### config.mk
export PLATFORM = sky130hd
export DESIGN_NAME = sha256_msg_sched_ctrl
export DESIGN_NICKNAME = d
export VERILOG_FILES = /design/src/rtl/sha_pkg.sv /design/src/rtl/sha256_small_sigma.sv /design/src/rtl/sha256_msg_sched_ctrl.sv
export SDC_FILE = /design/constraint.sdc
export NUM_CORES = 1
export LEC_CHECK = 0
export ABC_CLOCK_PERIOD_IN_PS = 15500
export CAP_MARGIN = 20
export CORE_MARGIN = 4
export CORE_UTILIZATION = 65
export DETAILED_ROUTE_END_ITERATION = 12
export HOLD_SLACK_MARGIN = 0.02
export PLACE_DENSITY_LB_ADDON = 0.2
export SYNTH_ARGS = -nofsm -noshare
export SYNTH_HDL_FRONTEND = slang
export SYNTH_SLANG_ARGS = --single-unit
### constraint.sdc
create_clock -name clk -period 15.5 [get_ports clk]
set_input_delay 2.325 -clock clk [delete_from_list [all_inputs] [get_ports clk]]
set_output_delay 2.325 -clock clk [all_outputs]
set_load 0.01 [all_outputs]
### src/rtl/sha_pkg.sv
`default_nettype none
// ============================================================================
// Module      : sha_pkg
// Description : Shared constants, state encoding and rotate helper for the
//               SHA-256 message schedule controller.
// Revision    : 1.0 - initial release
// ============================================================================
package sha_pkg;

  // Word width of the SHA-256 datapath (fixed by the algorithm)
  localparam int WORD_W = 32;

  // Small-sigma rotate / shift amounts
  localparam int unsigned S0_R1 = 7;
  localparam int unsigned S0_R2 = 18;
  localparam int unsigned S0_SH = 3;
  localparam int unsigned S1_R1 = 17;
  localparam int unsigned S1_R2 = 19;
  localparam int unsigned S1_SH = 10;

  // Controller state encoding
  typedef enum logic [1:0] {
    ST_IDLE = 2'd0,
    ST_LOAD = 2'd1,
    ST_EMIT = 2'd2,
    ST_DONE = 2'd3
  } state_t;

  // Rotate right by a constant amount (n must be 1..WORD_W-1)
  function automatic logic [WORD_W-1:0] rotr(input logic [WORD_W-1:0] x,
                                             input int unsigned       n);
    return (x >> n) | (x << (WORD_W - n));
  endfunction

endpackage
`default_nettype wire

### src/rtl/sha256_small_sigma.sv
`default_nettype none
// ============================================================================
// Module      : sha256_small_sigma
// Description : SHA-256 small sigma: rotr(R1) ^ rotr(R2) ^ shr(SH).
//               Instantiated once as sigma0 and once as sigma1.
// Revision    : 1.0 - initial release
// ============================================================================
module sha256_small_sigma
  import sha_pkg::*;
#(
  parameter int unsigned R1 = 7,
  parameter int unsigned R2 = 18,
  parameter int unsigned SH = 3
) (
  input  logic [WORD_W-1:0] i_x,
  output logic [WORD_W-1:0] o_y
);

  // Pure combinational mix; amounts are elaboration-time constants
  assign o_y = rotr(i_x, R1) ^ rotr(i_x, R2) ^ (i_x >> SH);

endmodule
`default_nettype wire

### src/rtl/sha256_msg_sched_ctrl.sv
`default_nettype none
// ============================================================================
// Module      : sha256_msg_sched_ctrl
// Description : Loads 16 message words into a circular buffer, then streams
//               W[0..NUM_W-1], computing W[16..] in place in the buffer.
// Revision    : 1.0 - initial release
// ============================================================================
module sha256_msg_sched_ctrl
  import sha_pkg::*;
#(
  parameter int NUM_W = 64
) (
  input  logic              clk,
  input  logic              rst,
  input  logic              i_start,
  output logic              o_busy,
  output logic              o_done,
  input  logic              i_in_valid,
  output logic              o_in_ready,
  input  logic [WORD_W-1:0] i_in_data,
  output logic              o_w_valid,
  input  logic              i_w_ready,
  output logic [WORD_W-1:0] o_w_data,
  output logic [5:0]        o_w_idx
);

  localparam logic [5:0] LAST_T = 6'(NUM_W - 1);

  state_t            r_state;
  logic [3:0]        r_cnt;
  logic [5:0]        r_t;
  logic              r_busy;
  logic              r_done;
  logic              r_in_ready;
  logic              r_w_valid;
  logic [WORD_W-1:0] r_buf [16];

  logic              w_in_fire;
  logic              w_w_fire;
  logic              w_is_calc;
  logic [3:0]        w_ix2;
  logic [3:0]        w_ix7;
  logic [3:0]        w_ix15;
  logic [3:0]        w_ix16;
  logic [WORD_W-1:0] w_sig0_in;
  logic [WORD_W-1:0] w_sig1_in;
  logic [WORD_W-1:0] w_sig0;
  logic [WORD_W-1:0] w_sig1;
  logic [WORD_W-1:0] w_calc;

  assign w_in_fire = i_in_valid && r_in_ready;
  assign w_w_fire  = r_w_valid && i_w_ready;
  assign w_is_calc = (r_t[5:4] != 2'b00);

  // Buffer slots relative to t, modulo 16; (t-16)%16 is simply t%16
  assign w_ix2  = r_t[3:0] - 4'd2;
  assign w_ix7  = r_t[3:0] - 4'd7;
  assign w_ix15 = r_t[3:0] - 4'd15;
  assign w_ix16 = r_t[3:0];

  assign w_sig0_in = r_buf[w_ix15];
  assign w_sig1_in = r_buf[w_ix2];

  sha256_small_sigma #(.R1(S0_R1), .R2(S0_R2), .SH(S0_SH)) u_sigma0 (
    .i_x (w_sig0_in),
    .o_y (w_sig0)
  );

  sha256_small_sigma #(.R1(S1_R1), .R2(S1_R2), .SH(S1_SH)) u_sigma1 (
    .i_x (w_sig1_in),
    .o_y (w_sig1)
  );

  assign w_calc = w_sig1 + r_buf[w_ix7] + w_sig0 + r_buf[w_ix16];

  // Outputs: flags are registered; data is a mux over registered state only,
  // so it holds steady while the consumer stalls
  assign o_busy     = r_busy;
  assign o_done     = r_done;
  assign o_in_ready = r_in_ready;
  assign o_w_valid  = r_w_valid;
  assign o_w_idx    = r_t;
  assign o_w_data   = r_w_valid ? (w_is_calc ? w_calc : r_buf[w_ix16]) : '0;

  // Control FSM: sequences LOAD -> EMIT -> DONE with registered handshake flags
  always_ff @(posedge clk) begin
    if (rst) begin
      r_state    <= ST_IDLE;
      r_cnt      <= 4'd0;
      r_t        <= 6'd0;
      r_busy     <= 1'b0;
      r_done     <= 1'b0;
      r_in_ready <= 1'b0;
      r_w_valid  <= 1'b0;
    end else begin
      r_done <= 1'b0;
      case (r_state)
        ST_IDLE: begin
          if (i_start) begin
            r_state    <= ST_LOAD;
            r_cnt      <= 4'd0;
            r_busy     <= 1'b1;
            r_in_ready <= 1'b1;
          end
        end
        ST_LOAD: begin
          if (w_in_fire) begin
            r_cnt <= r_cnt + 4'd1;
            if (r_cnt == 4'd15) begin
              r_state    <= ST_EMIT;
              r_t        <= 6'd0;
              r_in_ready <= 1'b0;
              r_w_valid  <= 1'b1;
            end
          end
        end
        ST_EMIT: begin
          if (w_w_fire) begin
            if (r_t == LAST_T) begin
              r_state   <= ST_DONE;
              r_t       <= 6'd0;
              r_w_valid <= 1'b0;
              r_busy    <= 1'b0;
              r_done    <= 1'b1;
            end else begin
              r_t <= r_t + 6'd1;
            end
          end
        end
        ST_DONE: begin
          r_state <= ST_IDLE;
        end
        default: begin
          r_state <= ST_IDLE;
        end
      endcase
    end
  end

  // Circular buffer: loaded in LOAD, computed word written back to slot t%16
  // on the same edge that consumes its W[t-16] operand
  always_ff @(posedge clk) begin
    if (!rst) begin
      if (w_in_fire) begin
        r_buf[r_cnt] <= i_in_data;
      end else if (w_w_fire && w_is_calc) begin
        r_buf[w_ix16] <= w_calc;
      end
    end
  end

endmodule
`default_nettype wire

==> metrics.md <==
| Metric | Value |
|---|---|
| Hold Buf Count CTS | 0 |
| Synth async-reset ratio | 0% |
| Clk buf depth | 3 |
| Max Cap Viol | 0 |
| Rel. slew slack | 27.5% |
| Fin Clk Skew | 0.0113 ns |
| CTS clk-pin slew, worst paths | 0.07 ns |
| Final setup fails | 0 |
| Die height | 236 um |
| Reg area | 15800 um2 |
| Total number of vias | 22.0k |
| Maximum VDD drop | 0.257 mV |
| CP Class | reg2out |
| Drt first pass iters | 5 |
| Post-synthesis sequential area ratio | 46.7% |
| Post-synth EDFFs | 512 |
| Hold Crit Class | reg2reg |
| DR iter-0 viols | 3463 |
| Status | complete, no violations |
| Mapped Cells | 1973 |
| CP endpoint kind | output pin |
| Top Ports | 79 |
| TritonCTS buffer count | 56 |
| Pre-CTS setup slack | 5.03 ns |
| Antenna violations before repair | 1 |
| Number of global-route vias before repair | 21.8k |
| Final total power | 8.35 mW |
| Critical path fanouts, max | 120 |
| Worst setup SP type | register |
| Placeable Area | 51400 um2 |
| Fin worst setup slack | 4.20 ns |
| Layout cell share with drive strength beyond 1 | 32.9% |
| Fmax | 88.5 MHz |
| Total wire length | 105 mm |
| Via-to-Cell Ratio | 8.01 |
| Post-CTS Resized | 0 |
| DRC violations left | 0 |
| Post-CTS Setup Repair Bufs | 0 |
| FILL cells | 3073 |
| Worst EP arrival | 8.97 ns |
| Non-Filler Instances | 2752 |
| Clk sink count | 532 |
| Req. time, crit path | 13.18 ns |
| Yosys reg bits | 532 |
| RSZ-0062 raised after global routing | no |
| IO Port Bufs | 78 |
| RePlAce Congestion | 0.990 |
| Distinct cells, synth | 62 |
| Row count | 83 |
| Largest net degree at the start of global routing | 121 |
| Synth area leaders | edfxtp_1, mux4_2, fa_1 |
| Leakage | 11.9 nW |
| Actual slew at the worst max-slew pin | 1.09 ns |
| H-Tree Depth | 2 |
| Pwr/cell area | 224 nW/um2 |
| Clock period minus worst slack | 11.30 ns |
| Routed Antenna Nets | 0 |
| DIE AREA | 55700 um2 |
| Mapped Area | 33800 um2 |
| Synth Flop Type | edfxtp_1 |
| Syn avg cell area | 17.1 um2 |
| GRT Total Usage | 37.9% |
| Most frequent cells after synthesis | edfxtp_1, mux4_2, nand2_1 |
| Layout Nets | 2159 |
| Grt ovf | 0 |
| Routed len/inst | 38.1 um |
| Count leader, synth | edfxtp_1 |
| Worst Hold Margin | 0.543 ns |
| Synthesized Nets | 2110 |
| Root Buffer | clkbuf_16 |
| Synth Warn # | 0 |
| Fin. max-slew vios | 0 |
| Placed insts | 2644 |
| Die width | 236 um |
| Hpwl dp | 65.8 mm |
| Post-synth top area share | 45.5% |
| Syn-to-layout area delta | 10.4% |
| Starting Density | 65.7% |
| Setup_tns | 0 ns |
| Multi-input gate area | 17000 um2 |
| Fin crit share | 72.9% |
| CTS tree | built |
| Final Hold Violating Endpoints | 0 |
| Top cell type by total area after synthesis | edfxtp_1 |
| First-pass GRT wire length | 153 mm |
| Worst-skew pair later-pin latency | 0.62 ns |
-- area by class of cell --
class / instances / area share, %
Sequential cell: 532 / 42.4
Antenna cell: 4 / 0.0269
Clock buffer: 71 / 4.14
Inverter: 131 / 1.32
Multi-Input combinational cell: 1171 / 45.6
Timing Repair Buffer: 130 / 3.24
Clock inverter: 33 / 0.987
Tap cell: 680 / 2.28
-- cell usage in the layout, fill, tap and decap left out, types with 9 or more instances in the layout --
cell             netlist  layout
clkdlybuf4s50_1        0      78
a21o_1                11      11
xnor2_1               76      75
nand3_1               11      11
a21oi_1               33      33
mux4_1                12      12
edfxtp_1             512     512
clkinv_1               0       9
nor2_1                52      35
ha_1                  38      36
mux4_2               499     499
a21boi_0              17      17
o21ai_0               27      27
fa_1                  62      62
clkbuf_1              70      10
inv_1                131     131
dfxtp_1               20      13
nand2_1              138     138
nor2_4                 0      17
xor2_1                75      73
clkinv_2               0      11
a31oi_1                9       9
buf_4                 12      48
clkbuf_16              0      59
-- worst max-delay path, stage by stage (launching register included) --
cell	delay [ns]
dfxtp_4	0.86
ha_4	0.36
buf_12	0.60
mux4_2	0.46
mux4_2	0.57
xor2_1	0.34
xnor2_1	0.15
fa_1	0.52
fa_1	0.49
inv_1	0.04
ha_1	0.20
inv_1	0.09
fa_1	0.21
nor2b_1	0.07
o31a_1	0.29
o41ai_1	0.86
o211ai_1	0.39
nand3_1	0.24
nand3b_1	0.12
xor2_1	0.23
nand2_1	0.08
a21boi_0	0.38
clkdlybuf4s50_1	0.61
-- where the power goes --
| group | internal [mW] | switching [mW] |
|---|---|---|
| clock network | 0.834 | 0.563 |
| logic | 2.04 | 3.27 |
| registers | 1.59 | 0.0424 |
-- sequential cells by signal, summed over array words and instances, names as in the netlist, named ones only --
register and count:
o_w_idx 6, o_done 1, o_w_valid 1, o_in_ready 1, o_busy 1, r_state 2
r_cnt 4, r_buf 512
-- path summary, 6_finish.rpt --
path	start	endpoint	slack, ns	cells past startpoint
worst min-delay path	r_state[0]$_SDFFE_PP0P_	r_state[0]$_SDFFE_PP0P_	0.54	2
worst min register to register	r_state[0]$_SDFFE_PP0P_	r_state[0]$_SDFFE_PP0P_	0.54	2
worst max-delay path	o_w_idx[0]$_SDFFE_PP0P_	o_w_data[29]	4.20	22
worst max register to register	o_w_idx[0]$_SDFFE_PP0P_	r_buf[11][31]$_DFFE_PP_	7.01	20
-- through the flow --
| step | util [%] | area [um2] |
|---|---|---|
| detailed placement | 68.8 | 35400 |
| CTS | 72.5 | 37300 |
| global placement | 68.7 | 35300 |
| floorplan | - | 33800 |
| finish | 72.5 | 37300 |
| global route | 72.5 | 37300 |
-- cells by family after synthesis --
family          Yosys count  share of synthesized area [%]
compound gates          145                           2.85
mux                     519                           34.5
xor+xnor                154                           4.06
fa+ha+maj               100                           5.08
simple gates            253                           3.31
flops                   532                           46.7
buf+inv                 270                           3.52
-- metal layers --
layer	vias to the layer above	wire, um	track usage (%)
met2	2135	49700	58.9
met5	-	0	0
met4	0	6450	18.6
met3	414	14100	8.44
li1	8200	-	-
met1	11300	34500	52.0
Power figures use the tool's default switching activity.
